$ cat config.mk
export PLATFORM = sky130hd
export DESIGN_NAME = serial_to_parallel
export DESIGN_NICKNAME = d
export VERILOG_FILES = /design/src/rtl/serial_to_parallel.sv
export SDC_FILE = /design/constraint.sdc
export NUM_CORES = 1
export LEC_CHECK = 0
export CORE_ASPECT_RATIO = 1.2
export CORE_MARGIN = 2
export CORE_UTILIZATION = 30
export CTS_CLUSTER_DIAMETER = 50
export DETAILED_ROUTE_END_ITERATION = 6
export PLACE_DENSITY_LB_ADDON = 0.05
export RECOVER_POWER = 100
export SLEW_MARGIN = 10
export SYNTH_ARGS = -nofsm -noshare
export SYNTH_HDL_FRONTEND = slang
export SYNTH_SLANG_ARGS = --single-unit
$ cat constraint.sdc
create_clock -name clk -period 5.9 [get_ports clk]
set_clock_uncertainty 0.2 [all_clocks]
set_input_delay 0.59 -clock clk [delete_from_list [all_inputs] [get_ports clk]]
set_output_delay 0.59 -clock clk [all_outputs]
set_load 0.02 [all_outputs]
$ cat src/rtl/serial_to_parallel.sv
// serial_to_parallel
//   Deserializer: takes a one-bit stream over a valid/ready handshake and packs it,
//   LSB first, into DATA_W-bit words on a valid/ready parallel output. s_last_i
//   closes a word early. One completed word can be parked in the assembly register
//   while another sits in the output holding register, so at most two words are
//   buffered.
//
// Ports
//   clk        clock, rising edge
//   reset      asynchronous, active-high reset
//   s_valid_i  serial bit valid
//   s_data_i   serial bit
//   s_last_i   final bit of the current word
//   s_ready_o  a serial bit can be accepted this cycle
//   p_valid_o  parallel word valid
//   p_data_o   assembled word, bit k is the k-th bit received
//   p_len_o    number of valid bits in p_data_o (1..DATA_W)
//   p_ready_i  consumer takes the word this cycle
module serial_to_parallel #(
    parameter int unsigned DATA_W = 4,
    parameter int unsigned LEN_W  = $clog2(DATA_W + 1)
) (
    input  logic              clk,
    input  logic              reset,
    input  logic              s_valid_i,
    input  logic              s_data_i,
    input  logic              s_last_i,
    output logic              s_ready_o,
    output logic              p_valid_o,
    output logic [DATA_W-1:0] p_data_o,
    output logic [LEN_W-1:0]  p_len_o,
    input  logic              p_ready_i
);

    localparam logic StCollect = 1'b0;
    localparam logic StStall   = 1'b1;

    logic              state_q, state_d;
    logic [LEN_W-1:0]  cnt_q, cnt_d;
    logic [DATA_W-1:0] asm_q, asm_d;
    logic [DATA_W-1:0] hold_data_q, hold_data_d;
    logic [LEN_W-1:0]  hold_len_q, hold_len_d;
    logic              hold_valid_q, hold_valid_d;
    logic [LEN_W-1:0]  pend_len_q, pend_len_d;

    logic              accept;
    logic              drain;
    logic              complete;
    logic [LEN_W-1:0]  word_len;
    logic [DATA_W-1:0] asm_wr;
    logic [DATA_W-1:0] word_mask;
    logic [DATA_W-1:0] word;

    // Outputs come straight from registered state only.
    assign s_ready_o = (state_q == StCollect);
    assign p_valid_o = hold_valid_q;
    assign p_data_o  = hold_data_q;
    assign p_len_o   = hold_len_q;

    assign accept   = s_valid_i & s_ready_o;
    assign drain    = hold_valid_q & p_ready_i;
    assign complete = accept & ((cnt_q == LEN_W'(DATA_W - 1)) | s_last_i);
    assign word_len = cnt_q + LEN_W'(1);

    // Write the incoming bit at position cnt; bits above it may be stale from an
    // earlier longer word, so they are masked off in the delivered word.
    always_comb begin
        asm_wr    = asm_q;
        word_mask = '0;
        for (int i = 0; i < int'(DATA_W); i++) begin
            if (LEN_W'(i) == cnt_q) begin
                asm_wr[i] = s_data_i;
            end
            word_mask[i] = (LEN_W'(i) <= cnt_q);
        end
    end

    assign word = asm_wr & word_mask;

    always_comb begin
        state_d      = state_q;
        cnt_d        = cnt_q;
        asm_d        = asm_q;
        hold_data_d  = hold_data_q;
        hold_len_d   = hold_len_q;
        hold_valid_d = hold_valid_q;
        pend_len_d   = pend_len_q;

        // Taken word empties the holding register unless refilled below.
        if (drain) begin
            hold_valid_d = 1'b0;
        end

        case (state_q)
            StCollect: begin
                if (accept) begin
                    if (complete) begin
                        cnt_d = '0;
                        if (!hold_valid_q || drain) begin
                            hold_data_d  = word;
                            hold_len_d   = word_len;
                            hold_valid_d = 1'b1;
                            asm_d        = '0;
                        end else begin
                            // Holding busy: park the word and stop the serial side.
                            asm_d      = word;
                            pend_len_d = word_len;
                            state_d    = StStall;
                        end
                    end else begin
                        asm_d = asm_wr;
                        cnt_d = word_len;
                    end
                end
            end
            StStall: begin
                if (drain) begin
                    hold_data_d  = asm_q;
                    hold_len_d   = pend_len_q;
                    hold_valid_d = 1'b1;
                    asm_d        = '0;
                    state_d      = StCollect;
                end
            end
            default: begin
                state_d = StCollect;
            end
        endcase
    end

    always_ff @(posedge clk or posedge reset) begin
        if (reset) begin
            state_q      <= StCollect;
            cnt_q        <= '0;
            asm_q        <= '0;
            hold_data_q  <= '0;
            hold_len_q   <= '0;
            hold_valid_q <= 1'b0;
            pend_len_q   <= '0;
        end else begin
            state_q      <= state_d;
            cnt_q        <= cnt_d;
            asm_q        <= asm_d;
            hold_data_q  <= hold_data_d;
            hold_len_q   <= hold_len_d;
            hold_valid_q <= hold_valid_d;
            pend_len_q   <= pend_len_d;
        end
    end

endmodule
# Yosys cells after proc, flatten, opt, wreduce, memory -nomap -nowiden
# Index checks and enable logic that the tools add are counted.
# totals
output_inout_bits,9
ff_bits,19
wordCells,65
in_bits,6
# classes
bitwise,7
n_mux,31
reduce_logical,7
eq_ne,8
addsub,1
order_cmp,4
# ops
cell,count
two-way mux 4 bit,8
one-hot mux 4 bit (2 select lines),2
two-way mux 3 bit,5
two-way mux 1 bit,13
"!= test 2 x 1 -> 1 bit, second input constant",4
AND reduction 4 bit,2
"== test 2 x 3 -> 1 bit, first input constant",2
"less-or-equal comparator 1 x 3 -> 1 bit, first input constant",2
"less-or-equal comparator 2 x 3 -> 1 bit, first input constant",2
one-hot mux 3 bit (2 select lines),1
AND 4 bit,1
one-hot mux 1 bit (2 select lines),2
AND reduction 2 bit,2
"adder 3 x 1 -> 3 bit, second input constant",1
AND 1 bit,3
"== test 1 x 3 -> 1 bit, first input constant",1
"== test 3 x 2 -> 1 bit, second input constant",1
logical NOT 3 bit,1
NOT 1 bit,2
logical NOT 1 bit,1
logical OR 1 bit,1
OR 1 bit,1

# Depth between registers and ports, before layout
# Gate-level depths: netlist of the first run.
# logic_depth
word_depth,7
depth_mapped,7
mapped_depth_nobuf,6

# Worst setup path before layout of the first run
# OpenSTA, ideal clock, no wires.
# synth_timing
path_kind,input port to flip-flop
from,in p_ready_i
to,reg hold_data_q[1] (netlist: p_data_o[1])
t_arrival_ps,1707
path_stages,5
setup_slack_ps,3869
n_path_buf,1
setup_ps,125
path_cell_list,buf_2 -> nor2b_1 -> nor3_1 -> a21boi_0 -> mux2_2
# synth_between
elab_chain_len,4
# synth_lines
element,line_no,text
from (decl),32,input logic p_ready_i
AND 1 bit *,61,assign drain = hold_valid_q & p_ready_i;
logical OR 1 bit,99,if (!hold_valid_q || drain) begin
!= test 2 x 1 -> 1 bit (no line),n/a,
AND reduction 4 bit (no line) *,n/a,
to (signal assigned),144,hold_data_q <= hold_data_d;
to (decl),41,"logic [DATA_W-1:0] hold_data_q, hold_data_d;"
# Mark *: on every way between the ends. The rest lies on a longest branch, timed or not.
# A chain may end at the register's enable or synchronous reset.

# Worst setup path in the final report of the first run
# layout_timing
from,reg state_q
to,out s_ready_o
# layout_between
elab_chain_len,1
# layout_lines
element,line_no,text
from (decl),38,"logic state_q, state_d;"
from (signal assigned),133,state_q <= StCollect;
from (signal assigned),141,state_q <= state_d;
NOT 1 bit (no line),n/a,
to (decl),28,"output logic s_ready_o,"
# No other way between the ends.

==> run_results.csv, run 1 <==
group,metric,value,unit
setup_path,crit_required,5.11,ns
sta,tightest_slew,0.756,ns
power,comb_power_share,0.470,
detailed_routing,postRouteAntennaNets,0,
hold_path,hp-class,"flop to flop",
floorplanning,initial_core_util,0.306,
power,switching_share,0.446,
yosys,synthDistinctLibCells,37,
floorplanning,rows,25,
detailed_routing,initialDrtViolationCount,48,
layout,nets,154,
clock_tree,cts_resized,0,
yosys,syn-cell-area,1190,µm²
yosys,yosys_warnings,0,
place,place_ws,3.00,ns
run_status,outcome,"finished, final reports clean",
setup_path,cp_data_arrival_time,1.95,ns
detailed_routing,vias,1052,
yosys,synthesis.nets,144,
clock_tree,post_cts_buffers,0,
global_route,grt-ovfl-total,0,
place,dp_hpwl,2140,µm
yosys,avgSynthCellArea,8.80,µm²
floorplanning,core,3880,µm²
power,ir_worst_vdd,0.201,mV
place,port_buffers,14,
clock_tree,clk_pin_slew,0.08,ns
global_route,grt_usage,0.159,
yosys,synth_seq_cells,19,
clock_tree,insertion_delay,0.26,ns
sta,hold_violations,0,
sta,rsz0062_at_grt,"no",
sta,drv_slew,0,
sta,fin_setup_tns,0,ns
global_route,grt_pass1_wl,5330,µm
layout,antenna_cells,0,
layout,final_layout_size_suffix_gt1_frac,0.0764,
detailed_routing,drc,0,
clock_tree,h-tree-depth,1,
global_route,antenna_found_initial,0,
clock_tree,cts_hold_buf,0,
setup_path,start_kind,"flop",
layout,final_cell_mix,"dfrtp_1, o21ai_0, dlygate4sd3_1",
sta,max_slew_margin,0.496,
floorplanning,die_area,4480,µm²
power,p_leak,0.591,nW
power,p_seq_frac,0.392,
place,gp_congestion,0.759,
layout,final_common_cell,"dfrtp_1",
yosys,yosysSeqAreaShare,0.400,
yosys,syn_inst,135,
power,pwr-share-clk,0.138,
global_route,grt_pass1_vias,1052,
power,internal_power,0.000377,W
flow_run,maxCapViolCount,0,
layout,fill_cells,427,
clock_tree,cts-root-buf,"clkbuf_8",
detailed_routing,post_drt_wl_per_cell,15.2,µm
clock_tree,cts_made_buffers,3,
detailed_routing,first_pass_iters,4,
layout,area_delta_synth_final,17.4,%
clock_tree,cts.sinks,19,
setup_path,cp_max_fo,19,
detailed_routing,vias_per_cell,5.31,
sta,final-setup-viol-count,0,
clock_tree,cts_tree,"yes",
power,switching_power,0.000304,W
sta,fin_ws,3.16,ns
detailed_routing,wl,3020,µm
clock_tree,clock_path_buffers,2,
sta,max_freq,0.366,GHz
setup_path,critical_path_class,"flop to primary output",
sta,min_period,2.74,ns
setup_path,cp-end-kind,"primary output",
floorplanning,chipWidth,61.5,µm
power,p_per_area,488,nW/µm²
sta,min_period_over_period,0.464,
floorplanning,ios,15,
global_route,grt_max_degree,20,
floorplanning,dieHeight,73.0,µm
[routing by layer]
layer | wire, µm | track usage | vias up
met5 | 0 | 0 | -
met3 | 74 | 0.0230 | 2
li1 | - | - | 516
met4 | 25 | 0.0449 | 0
met1 | 1380 | 0.229 | 513
met2 | 1540 | 0.248 | 21
[cell type report]
type | count | area [µm²] | share of cell area
multi-input cells | 97 | 629 | 0.451
flip-flops and latches | 19 | 475 | 0.341
clock buffers | 4 | 45.0 | 0.0323
well taps | 54 | 67.6 | 0.0484
inverters | 10 | 37.5 | 0.0269
repair buffers | 14 | 140 | 0.100
[sequential cells by signal, summed over array words and instances (netlist names)]
signal and cells:
state_q 1, pend_len_q 3, p_valid_o 1, asm_q 4, p_len_o 3, p_data_o 4, cnt_q 3
[worst max-delay path, cell delays in order, from the launching register on]
cell	delay [ns]
dfrtp_1	0.70
inv_1	0.26
dlygate4sd3_1	0.72
[worst paths after layout]
path                               startpoint            end  slack [ns]  depth (start not counted)
max in group asynchronous               reset       asm_q[0]        4.32                          2
worst max register to register        state_q    p_data_o[3]        3.51                          4
min in group asynchronous               reset  pend_len_q[0]        0.70                          2
worst max-delay path                  state_q      s_ready_o        3.16                          2
worst min-delay path            pend_len_q[2]  pend_len_q[2]        0.29                          2
worst min register to register  pend_len_q[2]  pend_len_q[2]        0.29                          2
[Yosys cell counts]
cell type	number	share of area
a211oi_1	2	0.013
nand2b_1	2	0.011
or2_1	1	0.0053
a32o_1	1	0.0084
a311o_1	2	0.017
a211o_1	2	0.015
o2111ai_1	1	0.0074
nor2_1	10	0.032
nand3_1	2	0.0084
a21oi_1	7	0.029
buf_6	1	0.0095
nor3b_1	1	0.0063
a41o_1	1	0.0084
inv_1	10	0.032
nand3b_1	2	0.013
a31oi_1	4	0.021
mux2_2	4	0.038
o221ai_1	2	0.015
dfrtp_1	19	0.40
o221a_2	1	0.0095
nand4_1	5	0.026
ha_1	3	0.032
a21boi_0	2	0.013
buf_2	4	0.017
nor2b_1	3	0.016
nand2_1	9	0.028
clkbuf_1	4	0.013
nor3_1	7	0.029
o22ai_1	2	0.011
o21ai_0	13	0.055
a221o_1	2	0.017
o21ba_2	1	0.0084
and4bb_2	1	0.011
and3b_4	1	0.011
or2_2	1	0.0053
and3_1	1	0.0053
xnor2_1	1	0.0074
[power by group through the flow]
stage	sequential [W]	clock (W)	combinational [W]
after floorplan	0.000245	0	0.000245
after global placement	0.000270	0	0.000332
after detailed placement	0.000270	0	0.000331
after CTS	0.000268	0.0000961	0.000332
after global routing	0.000282	0.000101	0.000360
final	0.000267	0.0000940	0.000320
[through the flow]
| step | hold slack [ns] | instance area (µm²) | instances | util | power (W) |
|---|---|---|---|---|---|
| floorplan | 0.250 | 1190 | 135 | - | 0.000490 |
| finish | 0.291 | 1400 | 198 | 0.360 | 0.000681 |
| global route | 0.317 | 1400 | 198 | 0.360 | 0.000743 |
| CTS | 0.297 | 1400 | 198 | 0.360 | 0.000696 |
| global placement | 0.267 | 1350 | 194 | 0.348 | 0.000602 |
| detailed placement | 0.278 | 1350 | 194 | 0.348 | 0.000601 |
[cell families after synthesis]
group / Yosys count / synth area share
AOI/OAI and AO/OA: 43 / 0.246
xor gates and xnor gates: 1 / 0.00737
muxes: 4 / 0.0379
buffers and inverters: 19 / 0.0705
and+or+nand+nor: 46 / 0.206
DFF: 19 / 0.400
adders and majority gates: 3 / 0.0316
(Power assumes the default switching activity.)
==> inputs of run 2 (changes only) <==
clock period = 2.6 ns   (was 5.9 ns; I/O delays follow)
==> run 2 against run 1 <==
Compared with the run above: critical endpoint unchanged; sequential power increased by 110%; sequential share of layout area is 0.81 points lower; routed wire length is 3.5% higher; global-route usage up 0.70 points.
==> run_results.csv, run 2 (synthesis gave the netlist of run 1 again) <==
group,metric,value,unit
floorplanning,chipWidth,61.5,µm
layout,antenna_cells,0,
global_route,grt_usage,0.166,
place,gp_congestion,0.795,
setup_path,critical_path_class,"flop to primary output",
detailed_routing,first_pass_iters,4,
sta,min_period,2.32,ns
sta,max_slew_margin,0.494,
global_route,grt-ovfl-total,0,
power,switching_share,0.444,
place,port_buffers,14,
floorplanning,initial_core_util,0.306,
power,p_per_area,1110,nW/µm²
clock_tree,clock_path_buffers,2,
place,dp_hpwl,2210,µm
sta,tightest_slew,0.758,ns
power,p_seq_frac,0.353,
power,switching_power,0.000703,W
flow_run,maxCapViolCount,0,
global_route,grtUsageMet3,0.0213,
detailed_routing,post_drt_wl_per_cell,15.4,µm
global_route,met2_usage,0.260,
setup_path,critPathSlowestCell,"dlygate4sd3_1",
global_route,grt_pass1_vias,1072,
power,p_leak,0.612,nW
setup_path,start_kind,"flop",
setup_path,path_cells,"buf_4, inv_1, dlygate4sd3_1",
run_status,outcome,"finished, final reports clean",
setup_path,critPathBufInv,3,
sta,final-setup-viol-count,0,
sta,hold_ws,0.289,ns
sta,fin_setup_tns,0,ns
global_route,grt_max_degree,20,
floorplanning,die_area,4480,µm²
floorplanning,dieHeight,73.0,µm
floorplanning,rows,25,
clock_tree,cts_hold_buf,0,
power,internal_power,0.000882,W
hold_path,hp-class,"flop to flop",
sta,drv_slew,0,
clock_tree,cts_tree,"yes",
floorplanning,ios,15,
clock_tree,h-tree-depth,1,
detailed_routing,vias,1089,
sta,hold_violations,0,
sta,rsz0062_at_grt,"no",
detailed_routing,postRouteAntennaNets,0,
global_route,antenna_found_initial,0,
layout,final_cell_mix,"dfrtp_1, o21ai_0, dlygate4sd3_1",
setup_path,cp-end-kind,"primary output",
clock_tree,insertion_delay,0.26,ns
global_route,top_usage_layer,"met2",
setup_path,crit_required,2.14,ns
sta,min_period_over_period,0.892,
power,ir_worst_vdd,0.395,mV
floorplanning,core,3880,µm²
clock_tree,clk_pin_slew,0.08,ns
layout,final_common_cell,"dfrtp_1",
detailed_routing,wl,3130,µm
setup_path,crit_family,"buffers and inverters",
detailed_routing,drc,0,
layout,final_layout_size_suffix_gt1_frac,0.0940,
clock_tree,post_cts_buffers,0,
setup_path,cp_max_fo,10,
detailed_routing,initialDrtViolationCount,55,
setup_path,cp_data_arrival_time,1.86,ns
sta,max_freq,0.431,GHz
global_route,grt_util_met1,0.241,
layout,nets,159,
power,pwr-share-clk,0.136,
detailed_routing,vias_per_cell,5.36,
power,comb_power_share,0.511,
clock_tree,cts_resized,0,
clock_tree,cts_made_buffers,3,
global_route,grt_pass1_wl,5640,µm
clock_tree,cts-root-buf,"clkbuf_8",
clock_tree,cts.sinks,19,
setup_path,critPathMaxStageDelay,0.70,ns
layout,area_delta_synth_final,20.2,%
-- run 2: changes by cell type in the layout (fill, tap and decap cells not counted) --
cell	change
buf_4	+4
clkbuf_1	+1
clkdlybuf4s50_1	+2
dlygate4sd3_1	-2
mux2_1	+1
mux2_2	-1
-- run 2: power groups by stage --
stage                     Clock [W]  Combinational [W]  Sequential (W)
final                      0.000216           0.000810        0.000559
after global routing       0.000237           0.000916        0.000586
after CTS                  0.000223           0.000843        0.000559
after detailed placement          0           0.000842        0.000564
after global placement            0           0.000845        0.000564
after floorplan                   0           0.000556        0.000556
-- run 2: final timing paths --
| check | cells past startpoint | start | slack, ns | endpoint |
|---|---|---|---|---|
| setup / recovery | 3 | state_q | 0.28 | s_ready_o |
| hold / removal | 2 | pend_len_q[2] | 0.29 | pend_len_q[2] |
| setup reg to reg | 4 | cnt_q[0] | 0.32 | p_len_o[1] |
| hold reg to reg | 2 | pend_len_q[2] | 0.29 | pend_len_q[2] |
| max in group asynchronous | 2 | reset | 1.36 | state_q |
| min in group asynchronous | 2 | reset | 0.37 | p_data_o[1] |
-- run 2: final cells by class --
| type | instances | area, µm² |
|---|---|---|
| inverters | 10 | 37.5 |
| well taps | 54 | 67.6 |
| multi-input cells | 97 | 629 |
| fillers | 447 | 2450 |
| repair buffers | 19 | 174 |
| clock buffers | 4 | 45.0 |
| flip-flops and latches | 19 | 475 |
-- run 2: through the flow --
| step | power [W] | cells | setup slack (ns) | util | instance area, µm² |
|---|---|---|---|---|---|
| after floorplan | 0.00111 | 135 | 0.700 | - | 1190 |
| final | 0.00159 | 203 | 0.280 | 0.368 | 1430 |
| after global placement | 0.00141 | 199 | 0.232 | 0.358 | 1390 |
| after CTS | 0.00163 | 203 | 0.332 | 0.369 | 1430 |
| after detailed placement | 0.00141 | 199 | 0.185 | 0.358 | 1390 |
| after global routing | 0.00174 | 203 | 0.173 | 0.368 | 1430 |
-- run 2: metal layers --
metal | routed length, µm | vias to the layer above | part of all wire
met2 | 1570 | 19 | 0.50
met5 | 0 | - | 0
met3 | 75 | 2 | 0.024
met4 | 25 | 0 | 0.0080
li1 | - | 523 | -
met1 | 1460 | 545 | 0.47
-- run 2: worst min-delay path: cells and delay by family (launching register included) --
kind            cells  cell delay, ns
simple gates        1            0.04
flops               1            0.35
compound gates      1            0.06
